$ cat src/rtl/bin_to_bcd_digits_if.sv
// Request/result bundle for the binary-to-BCD converter.
// master drives the request; slave is the converter.
interface bin_to_bcd_digits_if #(
    parameter int BIN_WIDTH  = 10,
    parameter int NUM_DIGITS = 3
);
    logic                    start;
    logic [BIN_WIDTH-1:0]    bin_in;
    logic                    busy;
    logic                    done;
    logic                    overflow;
    logic [4*NUM_DIGITS-1:0] digits;

    modport master (
        output start, bin_in,
        input  busy, done, overflow, digits
    );

    modport slave (
        input  start, bin_in,
        output busy, done, overflow, digits
    );
endinterface

$ cat src/rtl/bin_to_bcd_digits.sv
// Sequential shift-and-add-3 binary-to-BCD converter, one iteration per input bit.
// Results saturate to all nines with overflow set when the value needs more than NUM_DIGITS digits.
module bin_to_bcd_digits #(
    parameter int BIN_WIDTH  = 10,
    parameter int NUM_DIGITS = 3
) (
    input  logic                 clk,
    input  logic                 rst_n,
    bin_to_bcd_digits_if.slave   bus
);
    localparam int ACC_W = 4 * (NUM_DIGITS + 1);
    localparam int DIG_W = 4 * NUM_DIGITS;
    localparam int CNT_W = $clog2(BIN_WIDTH + 1);

    typedef enum logic [1:0] {
        ST_IDLE = 2'd0,
        ST_CONV = 2'd1,
        ST_FIN  = 2'd2
    } state_t;

    state_t             state_r;
    logic [ACC_W-1:0]   acc_r;
    logic [BIN_WIDTH-1:0] bin_r;
    logic [CNT_W-1:0]   cnt_r;
    logic               sticky_r;
    logic               busy_r;
    logic               done_r;
    logic               overflow_r;
    logic [DIG_W-1:0]   digits_r;

    logic [ACC_W-1:0]   acc_adj_s;
    logic [ACC_W-1:0]   acc_shift_s;
    logic               carry_s;
    logic               ovf_s;

    function automatic logic [ACC_W-1:0] add3_nibbles(input logic [ACC_W-1:0] acc);
        logic [ACC_W-1:0] res;
        res = acc;
        for (int i = 0; i < NUM_DIGITS + 1; i++) begin
            if (acc[4*i +: 4] >= 4'd5) begin
                res[4*i +: 4] = acc[4*i +: 4] + 4'd3;
            end else begin
                res[4*i +: 4] = acc[4*i +: 4];
            end
        end
        return res;
    endfunction

    function automatic logic [DIG_W-1:0] all_nines();
        logic [DIG_W-1:0] res;
        res = '0;
        for (int i = 0; i < NUM_DIGITS; i++) begin
            res[4*i +: 4] = 4'h9;
        end
        return res;
    endfunction

    // One double-dabble step; a bit leaving the guard digit marks overflow.
    always_comb begin
        acc_adj_s   = add3_nibbles(acc_r);
        acc_shift_s = {acc_adj_s[ACC_W-2:0], bin_r[BIN_WIDTH-1]};
        carry_s     = acc_adj_s[ACC_W-1];
        ovf_s       = sticky_r | carry_s | (acc_shift_s[ACC_W-1 -: 4] != 4'd0);
    end

    // Control FSM with registered status and result outputs.
    always_ff @(posedge clk or negedge rst_n) begin
        if (!rst_n) begin
            state_r    <= ST_IDLE;
            acc_r      <= '0;
            bin_r      <= '0;
            cnt_r      <= '0;
            sticky_r   <= 1'b0;
            busy_r     <= 1'b0;
            done_r     <= 1'b0;
            overflow_r <= 1'b0;
            digits_r   <= '0;
        end else begin
            case (state_r)
                ST_IDLE, ST_FIN: begin
                    done_r <= 1'b0;
                    if (bus.start) begin
                        state_r  <= ST_CONV;
                        busy_r   <= 1'b1;
                        bin_r    <= bus.bin_in;
                        acc_r    <= '0;
                        sticky_r <= 1'b0;
                        cnt_r    <= CNT_W'(BIN_WIDTH);
                    end else begin
                        state_r  <= ST_IDLE;
                        busy_r   <= 1'b0;
                    end
                end
                ST_CONV: begin
                    acc_r    <= acc_shift_s;
                    bin_r    <= bin_r << 1;
                    sticky_r <= sticky_r | carry_s;
                    cnt_r    <= cnt_r - CNT_W'(1);
                    if (cnt_r == CNT_W'(1)) begin
                        // Results only move here, so the display holds steady during CONV.
                        state_r    <= ST_FIN;
                        busy_r     <= 1'b0;
                        done_r     <= 1'b1;
                        overflow_r <= ovf_s;
                        digits_r   <= ovf_s ? all_nines() : acc_shift_s[DIG_W-1:0];
                    end else begin
                        state_r    <= ST_CONV;
                        busy_r     <= 1'b1;
                        done_r     <= 1'b0;
                    end
                end
                default: begin
                    state_r <= ST_IDLE;
                    busy_r  <= 1'b0;
                    done_r  <= 1'b0;
                end
            endcase
        end
    end

    assign bus.busy     = busy_r;
    assign bus.done     = done_r;
    assign bus.overflow = overflow_r;
    assign bus.digits   = digits_r;
endmodule
$ cat src/flat_wrapper.sv
// flat-port wrapper written by rule: the top's interface ports become plain ports
module bin_to_bcd_digits_flat 
#(
    parameter int BIN_WIDTH  = 10,
    parameter int NUM_DIGITS = 3
)
  (clk, rst_n, bus_start, bus_bin_in, bus_busy, bus_done, bus_overflow, bus_digits);
  bin_to_bcd_digits_if #(.BIN_WIDTH(BIN_WIDTH), .NUM_DIGITS(NUM_DIGITS)) bus_i ();
  input  logic clk;
  input  logic rst_n;
  input wire logic [$bits(bus_i.start)-1:0] bus_start;
  input wire logic [$bits(bus_i.bin_in)-1:0] bus_bin_in;
  output wire logic [$bits(bus_i.busy)-1:0] bus_busy;
  output wire logic [$bits(bus_i.done)-1:0] bus_done;
  output wire logic [$bits(bus_i.overflow)-1:0] bus_overflow;
  output wire logic [$bits(bus_i.digits)-1:0] bus_digits;
  assign bus_i.start = bus_start;
  assign bus_i.bin_in = bus_bin_in;
  assign bus_busy = bus_i.busy;
  assign bus_done = bus_i.done;
  assign bus_overflow = bus_i.overflow;
  assign bus_digits = bus_i.digits;
  bin_to_bcd_digits #(.BIN_WIDTH(BIN_WIDTH), .NUM_DIGITS(NUM_DIGITS)) u_core (.clk(clk), .rst_n(rst_n), .bus(bus_i));
endmodule
$ cat config.mk
export PLATFORM = sky130hd
export DESIGN_NAME = bin_to_bcd_digits_flat
export DESIGN_NICKNAME = d
export VERILOG_FILES = /design/src/rtl/bin_to_bcd_digits_if.sv /design/src/rtl/bin_to_bcd_digits.sv /design/src/flat_wrapper.sv
export SDC_FILE = /design/constraint.sdc
export NUM_CORES = 1
export LEC_CHECK = 0
export CORE_MARGIN = 4
export CORE_UTILIZATION = 55
export CTS_CLUSTER_DIAMETER = 120
export DETAILED_ROUTE_END_ITERATION = 10
export GPL_TIMING_DRIVEN = 1
export MAX_ROUTING_LAYER = met4
export PLACE_DENSITY = 0.79
export SYNTH_ARGS = -nofsm -noshare
export SYNTH_HDL_FRONTEND = slang
export SYNTH_SLANG_ARGS = --single-unit
$ cat constraint.sdc
create_clock -name clk -period 2.9 [get_ports clk]
set_input_delay 0.58 -clock clk [delete_from_list [all_inputs] [get_ports clk]]
set_output_delay 0.58 -clock clk [all_outputs]
set_load 0.005 [all_outputs]
Word-level counts from Yosys, hierarchy flattened
Index checks and enable logic that the tools add are counted.
Storage, ports and cells
  register bits after elaboration: 48
  output and inout bits: 15
  word-level logic and storage cells: 51
Operators by class
  add/subtract/negate cells: 5
  $lt $le $gt $ge: 4
  equal/unequal tests: 4
  multiplexer cells: 21
  bitwise logic cells: 2
  reductions and logical operators: 6
Operators with widths (number)
  16-bit one-hot mux with 2 select lines: 1
  4-bit two-way mux: 5
  10-bit one-hot mux with 2 select lines: 1
  4-bit by 2-bit adder with 4-bit output, second input constant: 4
  4-bit by 3-bit greater-or-equal comparator with 1-bit output, second input constant: 4
  16-bit two-way mux: 1
  12-bit two-way mux: 1
  10-bit two-way mux: 1
  4-bit one-hot mux with 2 select lines: 1
  1-bit two-way mux: 6
  4-bit by 1-bit == test with 1-bit output, second input constant: 1
  1-bit one-hot mux with 2 select lines: 2
  2-bit one-hot mux with 2 select lines: 1
  2-bit AND reduction: 2
  4-bit nonzero test: 1
  4-bit by 1-bit subtractor with 4-bit output, second input constant: 1
  2-bit by 1-bit == test with 1-bit output, second input constant: 1
  2-bit == test, second input constant: 1
  2-bit logical NOT: 1
  2-bit two-way mux: 1
  2-bit != test, second input constant: 1
  1-bit bitwise OR: 2
  2-bit nonzero test: 1
  2-bit OR reduction: 1

Logic depth before layout (Yosys ltp)
  depth in word-level cells: 5
  gate-level depth with buffers: 7

Worst setup path before layout
No wires, ideal clock.
  path type: register -> register
  from: register u_core.acc_r[12]
  to: register u_core.digits_r[0], in the netlist u_core.bus.digits[0]
  setup time: 0.121 ns
  arrival time: 1.752 ns
  setup slack: 1.027 ns
  cell stages (with the launch flop): 8
  path through: dfrtp_1 -> inv_1 -> ha_1 -> nand2b_1 -> a21oi_4 -> mux2i_2 -> nand4_4 -> o22a_1
Between the ends
  cells in the longest elaborated chain, start to end: 5
  elaborated cells on any way between the ends: 7
  classes of those cells: add/sub (1); order compare (1); mux (2); bitwise (2); reduce/logical (1)
Ends and longest elaborated chain
  start, declared: line bin_to_bcd_digits.sv:22  | logic [ACC_W-1:0] acc_r;
  start signal, assigned: line bin_to_bcd_digits.sv:95  | acc_r <= acc_shift_s;
  4-bit by 2-bit adder with 4-bit output or 4-bit by 3-bit greater-or-equal comparator with 1-bit output (tied branches): line bin_to_bcd_digits.sv:41, bin_to_bcd_digits.sv:40
  4-bit two-way mux *: line bin_to_bcd_digits.sv:40  | if (acc[4*i +: 4] >= 4'd5) begin
  4-bit nonzero test or 1-bit bitwise OR (tied branches): line bin_to_bcd_digits.sv:63  | ovf_s = sticky_r | carry_s | (acc_shift_s[ACC_W-1 -: 4] != 4'd0);
  1-bit bitwise OR *: line bin_to_bcd_digits.sv:63
  12-bit two-way mux *: line bin_to_bcd_digits.sv:105  | digits_r <= ovf_s ? all_nines() : acc_shift_s[DIG_W-1:0];
  end signal, assigned: line bin_to_bcd_digits.sv:105
  end, declared: line bin_to_bcd_digits.sv:29  | logic [DIG_W-1:0] digits_r;
Mark *: on every way between the ends. The rest lies on a longest branch, timed or not.
A chain may end at the register's enable or synchronous reset.

Worst setup path after layout
Same ends and word-level chain as after synthesis.

==> metrics <==
outcome completed; crit share post-route 0.7464; YS warnings 0; required time worst endpoint 3090 ps; Worst setup SP type flip-flop; Core ar. 0.003744 mm²; met3 WL post-DR 194 µm; Final #Nets 270; Root Driver clkbuf_8; CTS Buf Count 5; dpl hpwl 3176 µm; Setup WS pre-CTS 676.0 ps; Final setup viols 0; crit path kind reg -> reg; Starting Density 0.5846; setup slack after layout 735.5 ps; Placed Area 0.002510 mm²; post-DR wirelength/cell 15.53 µm; Placer Congestion 0.9064; Layout Area Growth over Synthesis 19.90%; Max Buffers Root-to-Sink 2; Ant. Diodes 0; Max Cap Viol 0; hold crit path type in -> async; Resize count post-CTS 0; Routed Antenna Nets 0; Gate Count Post-Synth 216; power per cell area 1161 mW/mm²; minimum clock period 2165 ps; Core Rows 22; Final Hold Vio Count 0; total grt overflow 0; global-route wire length before repair 7893 µm; register area share after synthesis 0.5260; H-Tree Level Count 2; Synth Cell Area 0.002188 mm²; most frequent cells in the layout dfrtp_1, nor2_1, clkdlybuf4s50_1; Tot GR Track Use 0.2035; Fin Setup TNS 0 ps; syn avg cell area 10.13 µm²; Slew HR 0.3296; Metal-1 WL 2162 µm; Multi-input gate area 969.7 µm²; fmax 0.4620 GHz; unique cell type count in the Yosys netlist 35; Vias 1685; share of post-route cells with drive strength above 1 0.08871; Design Area, Final 0.002624 mm²; FF+latch area 0.001151 mm²; Die Wd 71.08 µm; worst-case reg-to-reg path depth 7; CP peak stage delay 420 ps; CP cell instances inv_1, ha_1, nand2b_1, a21oi_4, mux2i_2, nand4_4, o22a_1; Clock Skew 3.424 ps; synthesized flop and latch total 46; reg2reg end u_core.bus.digits[0]; WP data arrival 2350 ps; Worst-Margin Slew 1006 ps; CP Max Fanout 10; clk slew on worst S/H paths 90 ps; met2 wire len 2182 µm; die area 0.005052 mm²; RSZ-0062 raised after global routing no; Worst R2R Setup Slack 740 ps; Hold WS 442.2 ps; # hold bufs at CTS 0; largest net degree at the start of global routing 47; Vert. Die Dim 71.08 µm; CTS tree yes; max layer used met4; fill count 295; DRT Pass-1 Iters 4; Reg-to-Reg Start u_core.acc_r[12]; CP endpoint kind flip-flop; Peak VDD IR 580.7 µV; IO Count 28; Crit-path slowest cell dfrtp_1; max-slew violation count 0; DRT iter0 DRCs 146; vias in the first global route 1624; commonest non-fill, non-tap cell in the layout dfrtp_1; Clock Sinks 46; crit path launch u_core.acc_r[12]; Post-CTS Setup Inserts 0; static leakage 0.001103 µW; Clk Latency, worst-skew pair 290 ps; Post-Syn Nets 239; input/output buffers 27; DRC Markers 0; vias per cell 5.693; antenna violations before repair 0; final wirelength 4597 µm
==> worst max-delay path, delay by kind of cell, from the launching register on <==
family / cells / cell delay [ps]
compound gates: 2 / 470
flops: 1 / 420
simple gates: 2 / 370
mux: 1 / 340
fa+ha+maj: 1 / 300
buf+inv: 1 / 150
==> report_power, final <==
| group | internal [µW] | total [µW] | switching, µW |
|---|---|---|---|
| clock | 256 | 480 | 223 |
| combinational | 651 | 1410 | 761 |
| sequential | 930 | 1150 | 222 |
==> through the flow <==
| stage | std cells | total power (µW) | utilization |
|---|---|---|---|
| after floorplan | 216 | 2096 | - |
| after global placement | 288 | 2508 | 0.6705 |
| after detailed placement | 288 | 2564 | 0.6705 |
| after CTS | 296 | 3055 | 0.7009 |
| after global routing | 296 | 3295 | 0.7009 |
| final | 296 | 3045 | 0.7009 |
==> how the worst max path moves through the flow <==
| stage | end | slack [ps] |
|---|---|---|
| 2_1_floorplan | u_core.bus.digits[0] | 1030 |
| 3_3_place_gp | u_core.bin_r[2] | 730 |
| 3_5_place_dp | u_core.bin_r[3] | 680 |
| 4_1_cts | u_core.bus.digits[0] | 740 |
| 5_1_grt | u_core.bus.digits[0] | 580 |
| 6_report | u_core.bus.digits[0] | 740 |
==> layer usage <==
metal,GRT usage,vias to the layer above
li1,-,812
met1,0.2853,831
met2,0.3018,36
met3,0.03693,6
met4,0.06263,0
met5,-,-
==> cell usage after synthesis (all sizes together) <==
library cell  number  area share
and2b              1      0.0034
o31ai              1      0.0034
o21ai             26       0.059
o22ai             16       0.046
and4               1      0.0051
a22o               1      0.0040
o21a               1      0.0034
nor2              27       0.046
xor2               1      0.0040
nor4               1      0.0029
a21oi             12       0.034
a22oi              1      0.0034
mux2               2       0.010
nand4              1      0.0097
xnor2              5       0.020
nand2b             9       0.026
dfrtp             46        0.53
nor3               3      0.0069
o22a               4       0.016
a211oi             1      0.0091
nor3b              5       0.019
clkbuf             5      0.0086
buf                1      0.0034
mux2i              1      0.0063
clkinv             1      0.0017
nor2b              1      0.0029
nand2             21       0.039
inv               10       0.017
a32o               1      0.0046
ha                10       0.057
==> cell families after synthesis <==
kind of cell / Yosys count / synth area share
and+or+nand+nor: 70 / 0.1618
adders and majority gates: 10 / 0.05718
muxes: 3 / 0.01658
buffers and inverters: 17 / 0.03088
xor gates and xnor gates: 6 / 0.02401
AOI/OAI and AO/OA: 64 / 0.1835
DFF: 46 / 0.5260
==> sequential cells by signal, indices dropped and copies added (netlist names) <==
register             cells
u_core.acc_r            16
u_core.bus.digits       12
u_core.bin_r            10
u_core.cnt_r             4
u_core.bus.done          1
u_core.bus.overflow      1
u_core.state_r           1
u_core.sticky_r          1
==> final cells by class <==
| type | count | share of cell area |
|---|---|---|
| Multi-Input combinational cell | 153 | 0.3696 |
| Inverter | 11 | 0.01574 |
| Clock inverter | 3 | 0.01717 |
| Tap cell | 48 | 0.02289 |
| Clock buffer | 5 | 0.02623 |
| Sequential cell | 46 | 0.4387 |
| Timing Repair Buffer | 30 | 0.1097 |
Power figures use the tool's default switching activity.
